--- src/rtl/fc_requant_out.sv ---
// fc_requant_out: output stage for the FC processing-element array.
// Snapshots the PE accumulators when a tile completes and pulses a clear back
// to the PEs. Each lane is then processed in order: bias add, requant multiply,
// rounding right-shift, optional ReLU and int8 saturation. Results leave over
// a valid/ready stream toward the activation buffer.
module fc_requant_out #(
  parameter int NUM_PE  = 16,
  parameter int ACC_W   = 32,
  parameter int BIAS_W  = 32,
  parameter int MULT_W  = 16,
  parameter int SHIFT_W = 5,
  parameter int IDX_W   = $clog2(NUM_PE)
) (
  input  logic                            clk_i,
  input  logic                            rst_sync_i,
  input  logic                            start_i,
  input  logic [NUM_PE-1:0][ACC_W-1:0]    acc_i,
  input  logic                            relu_en_i,
  input  logic [MULT_W-1:0]               scale_mult_i,
  input  logic [SHIFT_W-1:0]              scale_shift_i,
  output logic [IDX_W-1:0]                bias_addr_o,
  input  logic signed [BIAS_W-1:0]        bias_i,
  output logic                            clear_acc_o,
  output logic                            busy_o,
  output logic                            out_valid_o,
  input  logic                            out_ready_i,
  output logic signed [7:0]               out_data_o,
  output logic [IDX_W-1:0]                out_idx_o,
  output logic                            out_last_o,
  output logic                            done_o
);

  // One extra bit over the wider operand so the bias add can never overflow.
  localparam int SUM_W  = ((ACC_W > BIAS_W) ? ACC_W : BIAS_W) + 1;
  // Full-precision product of the signed sum and the zero-extended multiplier.
  localparam int PROD_W = SUM_W + MULT_W + 1;
  // One more bit so adding the rounding constant cannot wrap.
  localparam int RND_W  = PROD_W + 1;

  localparam logic [IDX_W-1:0]         LAST_IDX = IDX_W'(NUM_PE - 1);
  localparam logic signed [RND_W-1:0]  SAT_MAX  = RND_W'(127);
  localparam logic signed [RND_W-1:0]  SAT_MIN  = -(RND_W'(128));

  typedef enum logic [2:0] {
    IDLE,
    FETCH,
    BIAS,
    MUL,
    SHIFT,
    OUT,
    DONE
  } state_t;

  state_t                    state;
  logic [IDX_W-1:0]          idx;
  logic signed [ACC_W-1:0]   snap [NUM_PE];
  logic                      relu_q;
  logic [MULT_W-1:0]         mult_q;
  logic [SHIFT_W-1:0]        shift_q;

  logic signed [SUM_W-1:0]   sum_p0;
  logic signed [PROD_W-1:0]  prod_p1;

  // Arithmetic right shift with round-half-up (toward +inf); shift 0 passes through.
  function automatic logic signed [RND_W-1:0] round_shift(
    input logic signed [PROD_W-1:0] p,
    input logic [SHIFT_W-1:0]       sh
  );
    logic signed [RND_W-1:0] ext;
    logic signed [RND_W-1:0] half;
    ext = RND_W'(p);
    if (sh == '0) begin
      return ext;
    end
    half = RND_W'(1) <<< (sh - 1'b1);
    return (ext + half) >>> sh;
  endfunction

  // Optional ReLU followed by clamping to the int8 range.
  function automatic logic signed [7:0] relu_sat(
    input logic signed [RND_W-1:0] r,
    input logic                    relu
  );
    logic signed [RND_W-1:0] v;
    v = r;
    if (relu && v[RND_W-1]) begin
      v = '0;
    end
    if (v > SAT_MAX) begin
      return 8'h7F;
    end
    if (v < SAT_MIN) begin
      return 8'h80;
    end
    return v[7:0];
  endfunction

  // Datapath stages: bias add in BIAS, full-precision multiply in MUL.
  always_ff @(posedge clk_i) begin
    // stage p0: accumulator snapshot plus fetched bias
    if (state == BIAS) begin
      sum_p0 <= SUM_W'(snap[idx]) + SUM_W'(bias_i);
    end
    // stage p1: requant multiply, multiplier treated as non-negative
    if (state == MUL) begin
      prod_p1 <= PROD_W'(sum_p0) * PROD_W'($signed({1'b0, mult_q}));
    end
  end

  // Control FSM with registered outputs, snapshot capture and the result stage.
  always_ff @(posedge clk_i) begin
    if (rst_sync_i) begin
      state       <= IDLE;
      idx         <= '0;
      busy_o      <= 1'b0;
      clear_acc_o <= 1'b0;
      out_valid_o <= 1'b0;
      out_data_o  <= '0;
      out_idx_o   <= '0;
      out_last_o  <= 1'b0;
      done_o      <= 1'b0;
      bias_addr_o <= '0;
      relu_q      <= 1'b0;
      mult_q      <= '0;
      shift_q     <= '0;
      for (int i = 0; i < NUM_PE; i++) begin
        snap[i] <= '0;
      end
    end else begin
      clear_acc_o <= 1'b0;
      done_o      <= 1'b0;
      case (state)
        IDLE: begin
          if (start_i) begin
            for (int i = 0; i < NUM_PE; i++) begin
              snap[i] <= acc_i[i];
            end
            relu_q      <= relu_en_i;
            mult_q      <= scale_mult_i;
            shift_q     <= scale_shift_i;
            idx         <= '0;
            bias_addr_o <= '0;
            clear_acc_o <= 1'b1;
            busy_o      <= 1'b1;
            state       <= FETCH;
          end
        end
        // bias_addr_o already holds idx; memory answers during BIAS
        FETCH: state <= BIAS;
        BIAS:  state <= MUL;
        MUL:   state <= SHIFT;
        // stage p2: round, ReLU, saturate straight into the output register
        SHIFT: begin
          out_data_o  <= relu_sat(round_shift(prod_p1, shift_q), relu_q);
          out_idx_o   <= idx;
          out_last_o  <= (idx == LAST_IDX);
          out_valid_o <= 1'b1;
          state       <= OUT;
        end
        OUT: begin
          if (out_ready_i) begin
            out_valid_o <= 1'b0;
            if (out_last_o) begin
              done_o <= 1'b1;
              state  <= DONE;
            end else begin
              idx         <= idx + 1'b1;
              bias_addr_o <= idx + 1'b1;
              state       <= FETCH;
            end
          end
        end
        DONE: begin
          busy_o <= 1'b0;
          state  <= IDLE;
        end
        default: state <= IDLE;
      endcase
    end
  end

endmodule

--- config.mk ---
export PLATFORM = sky130hd
export DESIGN_NAME = fc_requant_out
export DESIGN_NICKNAME = d
export VERILOG_FILES = /design/src/rtl/fc_requant_out.sv
export SDC_FILE = /design/constraint.sdc
export NUM_CORES = 2
export LEC_CHECK = 0
export ABC_CLOCK_PERIOD_IN_PS = 18600
export BUFFER_PORTS_ARGS = -buffer_cell sky130_fd_sc_hd__clkbuf_2
export CAP_MARGIN = 40
export CORE_MARGIN = 10
export CORE_UTILIZATION = 55
export CTS_CLUSTER_DIAMETER = 100
export CTS_CLUSTER_SIZE = 8
export DETAILED_ROUTE_END_ITERATION = 8
export PLACE_DENSITY = 0.85
export SLEW_MARGIN = 20
export SYNTH_ARGS = -nofsm -noshare
export SYNTH_HDL_FRONTEND = slang
export SYNTH_SLANG_ARGS = --single-unit
--- constraint.sdc ---
create_clock -name clk_i -period 18.6 [get_ports clk_i]
set_clock_uncertainty 0.05 [all_clocks]
set_input_delay 5.58 -clock clk_i [delete_from_list [all_inputs] [get_ports clk_i]]
set_output_delay 5.58 -clock clk_i [all_outputs]
set_load 0.01 [all_outputs]
# ---- Yosys cells after proc, flatten, opt, wreduce, memory -nomap -nowiden
# Memories as Yosys holds them, arrays and structs flattened. A register that Yosys moved wholly into a read port is not among the register bits.
# Index checks and enable logic that the tools add are counted.
dict set report word_totals {
  reg_bits 129
  latch_bits 0
  mem_bits_rw 512
  romBits 0
  input_bits 570
  word_cells 122
  n_memories 1
}
# name depth width read_ports rd_clocked_by_memory_dff wr line
set memory_table {}
lappend memory_table {snap 16 32 1 1 16 56} ;# logic signed [ACC_W-1:0] snap [NUM_PE];
dict set report classes {
  add_sub_neg 4
  n_mul 1
  div_mod_pow 0
  n_lt_le_gt_ge 2
  eq_ne 10
  shift 2
  mux 58
  bitwise 18
  reduce_logical 12
}
# operator count
set op_table {}
lappend op_table {{$mux 32} 16}
lappend op_table {{$mux 51} 7}
lappend op_table {{$add 50x51->51} 1}
lappend op_table {{$gt 51x8->1 const B} 1}
lappend op_table {{$lt 51x8->1 const B} 1}
lappend op_table {{$sshl 2x5->51 const A} 1}
lappend op_table {{$sshr 51x5->51} 1}
lappend op_table {{$mul 33x17->50} 1}
lappend op_table {{$add 32x32->33} 1}
lappend op_table {{$mux 8} 4}
lappend op_table {{$mux 4} 5}
lappend op_table {{$mux 1} 19}
lappend op_table {{$pmux 3 s6} 1}
lappend op_table {{$or 1x1->1} 16}
lappend op_table {{$eq 3x3->1 const B} 3}
lappend op_table {{$mux 3} 3}
lappend op_table {{$pmux 4 s2} 1}
lappend op_table {{$reduce_and 2->1} 4}
lappend op_table {{$eq 3x2->1 const B} 2}
lappend op_table {{$ne 2x2->1 const B} 3}
lappend op_table {{$reduce_bool 2->1} 3}
lappend op_table {{$logic_not 5->1} 1}
lappend op_table {{$sub 5x1->5 const B} 1}
lappend op_table {{$add 4x1->4 const B} 1}
lappend op_table {{8 further kinds} 10}

# ---- Depth between registers and ports, before layout
dict set report logic_depth {
  depth_word 20
  ltp_mapped 30
}

# ---- Worst setup path before layout
# OpenSTA, ideal clock, no wires.
dict set report synth_timing {
  path_type {in2reg}
  start {input rst_sync_i}
  end {register with a tool-made name}
  setup_time_ns 0.689
  arrival_ns 18.398
  setup_slack_ns -0.537
  stages 3
  path_buffers 1
  path_cell_list {clkbuf_1 > nand2b_1 > nor2_1}
}
# item line
set synth_rtl {}
lappend synth_rtl {{start: declaration} 15} ;# input logic rst_sync_i,

# ---- Worst setup path after layout
dict set report layout_timing {
  start {input bias_i[0]}
  end {register sum_p0[30] (data pin)}
}
dict set report layout_via {
  elab_chain_len 1
}
# item line
set layout_lines {}
lappend layout_lines {{start: declaration} 22} ;# input logic signed [BIAS_W-1:0] bias_i,
lappend layout_lines {{$add 32x32->33} 102} ;# sum_p0 <= SUM_W'(snap[idx]) + SUM_W'(bias_i);
lappend layout_lines {{end signal: assignment} 102}
lappend layout_lines {{end: declaration} 61} ;# logic signed [SUM_W-1:0] sum_p0;
# No other way between the ends.
# A chain may end at the register's enable or synchronous reset.

==> flow_summary.json <==
{
  "utilization_pct": 62.4,
  "synth_async_sr_flop_share_pct": 0,
  "p_leak_nw": 25.9,
  "final_area_um2": 62500,
  "ys.flop_type": "edfxtp_1",
  "fin_crit_ns": 9.29,
  "ctsResizeCount": 0,
  "hp-start": "out_data_o[7]$_SDFFE_PP0P_",
  "clock_sinks": 645,
  "dieArea_um2": 114000,
  "grt.overflow.total": 0,
  "io_pins": 591,
  "holdBufCountCts": 0,
  "netlist_instances": 5308,
  "cts_max_path_buffers": 3,
  "synth-seq-cells": 645,
  "synth-edff-count": 595,
  "critical_path.max_fanout": 4,
  "hold_path_depth": 2,
  "layout_common_cells": "595 x edfxtp_1, 592 x nand2_1, 589 x clkbuf_2",
  "worst_pin_slew_ns": 1.36,
  "synth.yosys.warnings": 0,
  "crit_path_end_kind": "register",
  "rr_worst_depth": 26,
  "required_ns": 18.95,
  "numCtsBuffers": 93,
  "setup_viol": 0,
  "regArea_um2": 18900,
  "final_max_slew_viol_count": 0,
  "gp_congestion": 1.01,
  "syn-cell-area_um2": 55500,
  "fill_cells": 7556,
  "wl_mm": 190,
  "r2r_start": "sum_p0[15]$_DFFE_PP_",
  "post_cts_buffers": 0,
  "synth_fp_nets": 6567,
  "layout_commonest_cell": "edfxtp_1",
  "cp_data_arrival_time_ns": 9.64,
  "portBuffers": 590,
  "min_delay_worst_endpoint": "out_data_o[7]$_SDFFE_PP0P_",
  "antenna_found_initial": 44,
  "num_vias": 45200,
  "avgViaCountPerCell": 6.33,
  "grt_pass1_wl_mm": 285,
  "ant_nets": 0,
  "grt_max_degree": 271,
  "critPathLaunchType": "input pin",
  "wl_per_cell_um": 26.7,
  "dpl.hpwl_mm": 144,
  "core_area_um2": 100000,
  "hp-class": "register to register",
  "timing.rr.end": "prod_p1[47]$_DFFE_PN_",
  "die_height_um": 338,
  "synth_cell_types": 99,
  "rsz0062_at_grt": "false",
  "setup_tns_ns": 0,
  "status": "finished, final reports clean",
  "rrSetupSlack_ns": 9.57,
  "rows": 116,
  "total_power_mw": 5.54,
  "cts_max_level": 3,
  "avgSynthCellArea_um2": 10.5,
  "pwr_density_cell_nw_per_um2": 88.6,
  "first_pass_iters": 7,
  "die_width_um": 338,
  "max-vdd-ir-drop_uv": 84.8,
  "start_util_pct": 55.4,
  "drive_above_1_share_pct": 17.6,
  "cts_tree": "yes",
  "nets": 7012,
  "grt_pass1_vias": 46800,
  "clock_latency_ns": 0.70,
  "area_growth_pct": 12.5,
  "dpl_cell_area_um2": 59500,
  "first_iter_violations": 5087,
  "clk_pin_slew_ns": 0.05,
  "slew-limit-headroom_pct": 9.44,
  "hold_viol_final": 0,
  "synth-seq-area-share_pct": 34.0,
  "criticalPathCategory": "input pin to register",
  "drc": 0,
  "fmax_mhz": 108,
  "multiInputGateArea_um2": 33300,
  "root_buffer": "clkbuf_16",
  "grt_usage_pct": 33.0,
  "period_share_pct": 50.0,
  "cap_viol_max_count": 0
}
==> state kept, by name, summed over array words and instances (netlist names), 3 cells and up, named ones only <==
signal	cells
sum_p0	33
snap	512
shift_q	5
out_idx_o	4
state	3
prod_p1	50
idx	4
mult_q	16
out_data_o	8
==> worst max-delay path, cell delays in order <==
cell and delay (ns):
clkbuf_2 0.09, ha_1 0.16, inv_1 0.07, fa_1 0.40, nor2b_1 0.12, o21ai_0 0.11, a21boi_0 0.26, o21ai_0 0.15
a21oi_1 0.25, a41oi_1 0.22, a2111oi_0 0.43, a211o_1 0.21, nor4_1 0.08, o31ai_1 0.55, o211ai_1 0.23, a31oi_1 0.34
a21o_1 0.19, a21oi_1 0.08, xnor2_1 0.13
==> worst max path at each step <==
stage | startpoint | end | slack (ns) | cells past startpoint
finish | bias_i[0] | sum_p0[30]$_DFFE_PP_ | 9.31 | 19
floorplan | rst_sync_i | snap[0][0]$_SDFFCE_PN0P_ | 5.58 | 2
CTS | bias_i[0] | sum_p0[30]$_DFFE_PP_ | 9.47 | 19
global placement | rst_sync_i | snap[1][3]$_SDFFCE_PN0P_ | 8.77 | 5
global route | sum_p0[15]$_DFFE_PP_ | prod_p1[47]$_DFFE_PN_ | 9.07 | 26
detailed placement | bias_i[0] | sum_p0[30]$_DFFE_PP_ | 8.77 | 19
==> per-stage QoR <==
stage	std cells	worst slack, ns	hold slack [ns]
after floorplan	5308	5.58	0.409
after global placement	6941	8.77	0.392
after detailed placement	6948	8.77	0.397
after CTS	7080	9.47	0.403
after global routing	7131	9.07	0.420
final	7133	9.31	0.400
==> routing by layer <==
layer  wire [um]  share of wire [%]  global-route usage [%]  up-vias
met4       13900                7.3                    20.2       10
met3       19200                 10                    7.61      647
met1       66800                 35                    40.0    22300
met5          60              0.032                       0        -
li1            -                  -                       -    19200
met2       90400                 47                    53.5     2982
==> power breakdown <==
| group | switching (mW) | internal (mW) |
|---|---|---|
| clock network | 0.660 | 0.938 |
| logic | 1.23 | 0.836 |
| registers | 0.0810 | 1.80 |
==> kinds of logic after synthesis <==
kind of cell	after synthesis	synth area share, %
AND/OR/NAND/NOR	1996	18.7
buffers and inverters	890	6.06
AO/OA/AOI/OAI	780	9.77
adder cells (fa/ha/maj)	689	22.4
flip-flops	645	34.0
multiplexers	215	7.69
XOR/XNOR	93	1.47
==> synth_stat cells (all sizes together), types with 85 or more instances <==
cell	number	area, um2
a21oi	192	961
and2	546	3420
clkbuf	281	1050
edfxtp	595	17900
fa	505	10100
ha	184	2300
inv	570	2140
mux4	168	3780
nand2	593	2230
nand3	85	425
nor2	233	877
nor2b	214	1340
o21ai	127	654
==> final cells by class <==
cell class	instances	share of cell area, %
Antenna cell	45	0.180
Clock buffer	121	3.94
Clock inverter	11	0.375
Inverter	570	3.43
Multi-Input combinational cell	3773	53.3
Sequential cell	645	30.2
Tap cell	1298	2.60
Timing Repair Buffer	670	5.94
Note: power is estimated with default switching activity, not from simulation.
